--- config.mk ---
export PLATFORM = sky130hd
export DESIGN_NAME = regfile_write_arbiter
export DESIGN_NICKNAME = d
export VERILOG_FILES = /design/src/rtl/regfile_write_arbiter.sv
export SDC_FILE = /design/constraint.sdc
export NUM_CORES = 1
export LEC_CHECK = 0
export ABC_CLOCK_PERIOD_IN_PS = 3000
export CAP_MARGIN = 20
export CORE_MARGIN = 1
export CORE_UTILIZATION = 42
export CTS_BUF_LIST = sky130_fd_sc_hd__clkbuf_4
export DETAILED_ROUTE_END_ITERATION = 16
export PLACE_DENSITY = 0.94
export SLEW_MARGIN = 20
export SYNTH_ARGS = -nofsm -noshare
export SYNTH_HDL_FRONTEND = slang
export SYNTH_SLANG_ARGS = --single-unit
--- constraint.sdc ---
create_clock -name Clk -period 3 [get_ports Clk]
set_clock_uncertainty 0.05 [all_clocks]
set_input_delay 0.9 -clock Clk [delete_from_list [all_inputs] [get_ports Clk]]
set_output_delay 0.9 -clock Clk [all_outputs]
set_load 0.01 [all_outputs]
--- src/rtl/regfile_write_arbiter.sv ---
// regfile_write_arbiter: round-robin arbiter for the regfile write port, with a
// sequencer that zeroes registers 1..NUM_REGS-1 after reset and on request.
module regfile_write_arbiter #(
  parameter int DATA_WIDTH = 32,
  parameter int ADDR_WIDTH = 5,
  parameter int NUM_REGS   = 32
) (
  input  logic                  Clk,
  input  logic                  ResetN,
  input  logic                  ValidA,
  input  logic [ADDR_WIDTH-1:0] AddrA,
  input  logic [DATA_WIDTH-1:0] DataA,
  output logic                  ReadyA,
  input  logic                  ValidB,
  input  logic [ADDR_WIDTH-1:0] AddrB,
  input  logic [DATA_WIDTH-1:0] DataB,
  output logic                  ReadyB,
  input  logic                  ClearReq,
  output logic                  Busy,
  output logic                  ClearDone,
  output logic [ADDR_WIDTH-1:0] WriteRegister,
  output logic [DATA_WIDTH-1:0] WriteData,
  output logic                  RegWrite
);
  typedef enum logic {INIT, RUN} state_t;
  state_t state_q, state_d;
  logic [ADDR_WIDTH-1:0] clr_cnt_q, clr_cnt_d, wreg_q, wreg_d, acc_addr;
  logic [DATA_WIDTH-1:0] wdata_q, wdata_d;
  logic last_b_q, last_b_d, rw_q, rw_d, done_q, done_d;
  logic open, last_clr;
  // ClearReq blocks grants in its own cycle so nothing is accepted while the clear is entered
  assign open      = state_q == RUN && !ClearReq;
  assign ReadyA    = open && ValidA && (!ValidB || last_b_q);
  assign ReadyB    = open && ValidB && (!ValidA || !last_b_q);
  assign last_clr  = clr_cnt_q == ADDR_WIDTH'(NUM_REGS - 1);
  assign acc_addr  = ReadyA ? AddrA : AddrB;
  assign Busy          = state_q == INIT;
  assign ClearDone     = done_q;
  assign WriteRegister = wreg_q;
  assign WriteData     = wdata_q;
  assign RegWrite      = rw_q;
  always_comb begin
    state_d   = state_q;
    clr_cnt_d = clr_cnt_q;
    wreg_d    = wreg_q;
    wdata_d   = wdata_q;
    last_b_d  = last_b_q;
    rw_d      = 1'b0;
    done_d    = 1'b0;
    if (state_q == INIT) begin
      rw_d      = 1'b1;
      wreg_d    = clr_cnt_q;
      wdata_d   = '0;
      clr_cnt_d = last_clr ? ADDR_WIDTH'(1) : clr_cnt_q + 1'b1;
      state_d   = last_clr ? RUN : INIT;
      done_d    = last_clr;
    end else if (ClearReq) begin
      state_d = INIT;
    end else if (ReadyA || ReadyB) begin
      wreg_d   = acc_addr;
      wdata_d  = ReadyA ? DataA : DataB;
      rw_d     = acc_addr != '0;
      last_b_d = ReadyB;
    end
  end
  always_ff @(posedge Clk or negedge ResetN) begin
    if (!ResetN) begin
      state_q   <= INIT;
      clr_cnt_q <= ADDR_WIDTH'(1);
      wreg_q    <= '0;
      wdata_q   <= '0;
      last_b_q  <= 1'b1;
      rw_q      <= 1'b0;
      done_q    <= 1'b0;
    end else begin
      state_q   <= state_d;
      clr_cnt_q <= clr_cnt_d;
      wreg_q    <= wreg_d;
      wdata_q   <= wdata_d;
      last_b_q  <= last_b_d;
      rw_q      <= rw_d;
      done_q    <= done_d;
    end
  end
endmodule

==> results of run 1 <==
-- cells in the mapped netlist, types with 2 or more instances --
cell	instances	share of area, %
clkbuf_1	13	1.9
mux2_1	2	0.89
o211ai_1	32	9.5
buf_4	2	0.59
buf_6	2	0.89
o311ai_1	29	10
nor2b_1	7	1.7
dfrtp_1	44	43
a21oi_1	2	0.39
o21ai_1	3	0.59
nor2_1	5	0.74
or4_1	2	0.59
o311ai_2	8	5.1
mux2i_1	3	1.2
inv_1	38	5.6
buf_2	9	1.8
a31oi_1	5	1.2
nand3_1	38	7.5
buf_1	3	0.44
nand2_1	3	0.44
ha_1	2	0.99
dfstp_2	2	2.1
-- state kept, by name, indices dropped and copies added (netlist names) --
register       count
state_q            1
WriteRegister      5
clr_cnt_q          5
RegWrite           1
WriteData         32
last_b_q           1
ClearDone          1
-- critical path, delay by kind of cell --
family,cells,cell delay (ns)
and+or+nand+nor,2,0.34
buffers and inverters,2,0.75
-- through the flow --
stage | setup TNS (ns) | std cells | hold WS, ns | setup WS, ns
4_1_cts | 0 | 445 | 0.440 | 0.0495
3_5_place_dp | -0.572 | 437 | 0.453 | -0.297
6_report | 0 | 446 | 0.444 | 0.0616
5_1_grt | 0 | 446 | 0.459 | 0.00392
3_3_place_gp | -0.545 | 437 | 0.440 | -0.275
2_1_floorplan | 0 | 262 | 0.414 | 0.318
-- report_power, final --
part	total (mW)	switching [mW]	internal, mW	leakage, nW
clock network	0.378	0.205	0.173	0.0450
registers	0.904	0.113	0.791	0.602
logic	0.977	0.469	0.508	0.997
total	2.26	0.788	1.47	1.64
-- layout make-up --
type | count | area share [%]
timing repair buffer | 133 | 33.9
sequential | 46 | 29.6
multi-input combinational | 149 | 28.6
inverter | 38 | 3.65
tap | 72 | 2.31
clock inverter | 3 | 1.03
clock buffer | 5 | 0.962
-- cell families after synthesis --
group,Yosys count,synth area share [%]
compound gates,83,28.2
buf+inv,67,11.2
simple gates,59,12.1
flops,46,45.4
mux,5,2.07
fa+ha+maj,2,0.985
-- per-layer routing --
layer  vias up  share of wire, %  wire, um
met5         -                 0         0
met4         0              0.91        72
met3        10               6.5       516
met2       113                51      4050
met1      1271                42      3320
li1       1204                 -         -
-- repair_timing --
item / in CTS / in global routing
resized for setup: 3 / 0
setup endpoints to repair: 2 / 0
hold endpoints to repair: 0 / 0
-- path summary, 6_finish.rpt --
| kind | from | end | slack (ns) | cells past startpoint |
|---|---|---|---|---|
| max | ValidA | ReadyA | 0.06 | 4 |
| min | ResetN | WriteRegister[2]$_DFFE_PN0P_ | 0.44 | 1 |
| max reg2reg | last_b_q$_DFFE_PN1P_ | WriteData[15]$_DFFE_PN0P_ | 1.33 | 4 |
| min reg2reg | clr_cnt_q[0]$_DFFE_PN1N_ | clr_cnt_q[0]$_DFFE_PN1N_ | 0.47 | 1 |
| max in group asynchronous | ResetN | clr_cnt_q[0]$_DFFE_PN1N_ | 1.85 | 2 |
| min in group Clk | clr_cnt_q[0]$_DFFE_PN1N_ | clr_cnt_q[0]$_DFFE_PN1N_ | 0.47 | 1 |
==> results.md, run 1 <==
* Status: finished, final reports clean
* Fraction of layout cells with a size suffix above 1 at 9.89%
* Critical Path Sink Type: output port
* TritonCTS Buffers at 5
* Worst-Margin Slew at approximately 0.61 ns
* Htree depth at 2
* Most used routing layer in global routing: met2
* Post-Syn Nets at 343
* Hpwl dp at between 5 and 6 mm
* RSZ-0062 raised after global routing: false
* Post-synthesis cell area at 2540 sq um
* Drt first-iter violations at between 100 and 150
* P&R area growth vs syn at 53.7%
* Cell Chain, Critical Path: clkdlybuf4s50_1 -> and3b_1 -> and2_2 -> dlygate4sd2_1
* CP Class: in2out
* Bufs on Longest Clock Path at 2
* NumNets Final at between 400 and 500
* Largest net degree at the start of global routing at 40
* Most frequent cells in the layout: 116 x clkdlybuf4s50_1, 43 x dfrtp_1, 38 x inv_1, 38 x nand3_1, 32 x o211ai_1
* Slew Limit Fails at 0
* Drt drc at 0
* First-pass GRT wire length at approximately 13 mm
* Final design utilization at approximately 69%
* Row count at 27
* Antenna violations before repair at 0
* Gpl congestion at ~0.76
* Post-synth EDFFs at 0
* WL/cell at 17.8 um
* Core Area at 5680 sq um
* Worst path slowest cell: clkdlybuf4s50_1
* WL final at a little under 8 mm
* Static Leak at 1.64 nW
* Sequential fraction of the synthesis area at 45.4%
* Initial Utilization at 44.8%
* CP max FO at 2
* Vias in the first global route at approximately 2700
* Slew headroom at about three fifths
* #FFs+latches synth at 46
* Pwr dens at around 580 nW/um^2
* Tot GR Track Use at between 20% and 30%
* Die Footprint at 6360 sq um
* Setup violations, final at 0
* Part of the cycle the worst path needs at 97.9%
* Worst skew pair latency at 0.36 ns
* Crit path arrival time at roughly 2.0 ns
* Met3 Use GR at about 6%
* Final Critical Period at between 2 and 3 ns
* Ports at around 120
* Main flop type after synthesis: dfrtp_1
* Peak VDD IR at ~0.44 mV
* Max capacitance violation total at 0
* Die height at approximately 80 um
* Ys Warns at 0
* Met1 Use GR at 32.6%
* Clock sink count at between 40 and 50
* Post-CTS Setup Bufs at 0
* Share of synthesized registers carrying an async set or reset at between 90% and 100%
* Fmax at approximately 340 MHz
* Area of the multi-input gates at about 1100 sq um
* Cell Area, Placed at between 3000 and 4000 sq um
* ANT cells at 0
* Root Driver: clkbuf_4
* Post-synth cell types at 30
* TritonRoute pass-1 iters at 4
* Final hold vios at 0
* Met2 GRT Util at a little under half
* Hold crit path type: in2async
* Syn Area/Cell at slightly below 10 sq um
* Sequential cell area at ~1200 sq um
* Post-route ant nets at 0
* PortBufs at 120
* Power, Total at around 2.3 mW
* Die width at approximately 80 um
* FILL cells at 467
* Worst-path clk slew at 0.16 ns
* Final instance area at about 3900 sq um
* Most common cell after layout, fill and taps aside: clkdlybuf4s50_1
* Cells after Synth at 262
* Critical Path RT at just over 2 ns
* DR vias/cell at 5.83
* CP Launch Type: primary input
* Vias at roughly 2600
* CP peak stage delay at 0.49 ns
* CTS tree: built
* CTS hold repair buffers at 0
* Total gr overflow at 0
(Power assumes the default switching activity.)
==> run 2: changes to the inputs <==
--- a/config.mk
+++ b/config.mk
@@ -12,5 +12,7 @@
 export CTS_BUF_LIST = sky130_fd_sc_hd__clkbuf_4
 export DETAILED_ROUTE_END_ITERATION = 16
+export GPL_TIMING_DRIVEN = 0
 export PLACE_DENSITY = 0.94
+export RECOVER_POWER = 100
 export SLEW_MARGIN = 20
 export SYNTH_ARGS = -nofsm -noshare
==> constraint.sdc (replaced) <==
create_clock -name Clk -period 3 [get_ports Clk]
set_clock_uncertainty 0.05 [all_clocks]
set_input_delay 0.9 -clock Clk [delete_from_list [all_inputs] [get_ports Clk]]
set_output_delay 0.9 -clock Clk [all_outputs]
set_load 0.05 [all_outputs]
==> results.md, run 2 (synthesis results as in run 1) <==
* Status: finished, final reports clean
* Post-route ant nets at 0 (unchanged)
* Vias in the first global route at 2616 (-2.1%)
* Max reg flops at 32 (unchanged)
* CP Launch Type: primary input
* Gpl congestion at 0.802 (+4.8%)
* Ports at 121 (unchanged)
* Worst skew pair latency at 0.36 ns (about the same)
* Proportion of power drawn by the clock network at 15.3% (-1.4 points)
* Part of the power in registers at 34.8% (-5.2 points)
* Worst Path Buf+Inv at 3 (+1)
* PortBufs at 119 (-0.83%)
* WL final at 8.06 mm (+1.3%)
* Hpwl dp at 6.12 mm (+11%)
* Tot GR Track Use at 26.1% (-0.20 points)
* Internal at 1.42 mW (-3.6%)
* Worst-Margin Slew at 1.19 ns (+0.584 ns)
* Comb pwr share at 49.9% (+6.6 points)
* WL/cell at 17.5 um (-2.0%)
* Reg2reg setup slack at 0.86 ns (-0.47 ns)
* Max capacitance violation total at 0 (unchanged)
* P&R area growth vs syn at 51.5%
* Slew Limit Fails at 0 (unchanged)
* Sw Ratio at 44.8% (+9.9 points)
* Fmax at 345 MHz (+1.2%)
* Setup violations, final at 0 (unchanged)
* Drt first-iter violations at 197 (+59%)
* Final instance area at 3850 sq um (-1.4%)
* Final design utilization at 67.8% (-0.99 points)
* Met3 wire length at 671 um (+30%)
* Peak VDD IR at 0.424 mV (-2.7%)
* Antenna violations before repair at 0 (unchanged)
* Most common cell after layout, fill and taps aside: clkdlybuf4s50_1
* Hold Crit Endpoint: last_b_q$_DFFE_PN1P_
* CP peak stage delay at 0.30 ns (-0.19 ns)
* Initial Utilization at 44.8% (unchanged)
* Total gr overflow at 0 (unchanged)
* TritonCTS Buffers at 5 (unchanged)
* Row count at 27 (unchanged)
* Post-CTS Setup Bufs at 0 (unchanged)
* Fraction of layout cells with a size suffix above 1 at 5.14% (-4.8 points)
* Vias at 2687 (+3.4%)
* Worst Setup SP: ValidA
* Highest Signal Layer: met4
* Clock sink count at 46 (unchanged)
* Htree depth at 2 (unchanged)
* Critical Path Sink Type: output port
* Drt drc at 0 (unchanged)
* Bufs on Longest Clock Path at 2 (unchanged)
* Final Critical Period at 2.90 ns (-0.0361 ns)
* CP delay by family, top: buffers and inverters
* Pwr dens at 668 nW/um^2 (+15%)
* Core Area at 5680 sq um (unchanged)
* Met2 routed WL at 4.14 mm (+2.3%)
* Most frequent cells in the layout: 73 x clkdlybuf4s50_1, 44 x dfrtp_1, 41 x dlygate4sd3_1
* Die width at 79.8 um (unchanged)
* Cell Area, Placed at 3840 sq um (+0.89%)
* Root Driver: clkbuf_4
* Critical Path RT at 2.05 ns (about the same)
* DR vias/cell at 5.83 (about the same)
* Die height at 79.8 um (unchanged)
* ANT cells at 0 (unchanged)
* R2R cell count at 6 (+2)
* Cell Chain, Critical Path: dlygate4sd2_1 -> and3b_1 -> and2_4 -> buf_12 -> buf_6
* M1 WL at 3.14 mm (-5.2%)
* Critical R2R Capture: WriteData[13]$_DFFE_PN0P_
* Final hold vios at 0 (unchanged)
* CP max FO at 19 (+17)
* Worst Hold Path Cells at 1
* NumNets Final at 469 (+3.3%)
* First-pass GRT wire length at 12.5 mm (-3.5%)
* Static Leak at 1.68 nW (+2.3%)
* Crit path arrival time at 1.95 ns (-0.04 ns)
* R2r startpoint: state_q$_DFF_PN0_
* Slew headroom at 20.6% (-39 points)
* Hold crit path type: reg2reg
* CP Class: in2out
* RSZ-0062 raised after global routing: false
* Sw Pwr at 1.15 mW (+46%)
* TritonRoute pass-1 iters at 5 (+1)
* Part of the cycle the worst path needs at 96.7% (-1.2 points)
* Worst hold start: last_b_q$_DFFE_PN1P_
* Largest net degree at the start of global routing at 28 (-30%)
* Die Footprint at 6360 sq um (unchanged)
* Worst path slowest cell: dlygate4sd2_1
* CTS tree: built
* Worst-path clk slew at 0.12 ns (-0.04 ns)
run 2: cell count changes in the layout (fill, tap and decap cells not counted), moves of 10 or more:
cell,delta
clkbuf_1,+22
clkdlybuf4s50_1,-43
buf_4,-10
o311ai_1,-25
o311ai_0,+31
dlygate4sd3_1,+41
run 2: how the worst max path moves through the flow:
stage / to / slack [ns] / cells past startpoint
global placement: ReadyA / -1.01 / 6
finish: ReadyA / 0.1 / 5
global route: ReadyA / 0.06 / 5
CTS: ReadyA / 0.07 / 5
detailed placement: ReadyA / -1.03 / 6
floorplan: ReadyB / 0.04 / 4
run 2: repair_timing:
| action | CTS | global route |
|---|---|---|
| endpoints found under the setup margin | 2 | 0 |
| resized for setup | 15 | 0 |
| hold buffers | 0 | 0 |
run 2: stage by stage:
stage / setup slack (ns) / TNS (ns) / power (mW) / cells / hold WS [ns]
after detailed placement: -1.03 / -1.47 / 2.28 / 454 / 0.439
after global placement: -1.01 / -11.28 / 2.22 / 453 / 0.429
after floorplan: 0.0433 / 0 / 1.75 / 262 / 0.414
after CTS: 0.0735 / 0 / 2.67 / 461 / 0.437
after global routing: 0.0562 / 0 / 2.69 / 461 / 0.470
final: 0.0977 / 0 / 2.57 / 461 / 0.457
run 2: power by group through the flow:
stage               logic [mW]  clock network (mW)  registers, mW
CTS                       1.37               0.395          0.899
finish                    1.28               0.393          0.893
floorplan                0.460                   0           1.29
global placement          1.32                   0          0.900
global route              1.36               0.422          0.908
detailed placement        1.37                   0          0.912
run 2: routing by layer:
metal | vias to the layer above | GRT usage (%)
met1 | 1287 | 32.4
li1 | 1241 | -
met5 | - | 0
met4 | 0 | 10.2
met2 | 145 | 43.7
met3 | 14 | 5.94
run 2: cell type report:
type,instances,area [sq um]
fill,499,1830
timing repair buffer,120,1190
sequential,46,1150
multi-input combinational,149,1060
inverter,38,143
buffer,28,130
tap,72,90.1
clock buffer,7,52.6
clock inverter,1,30.0
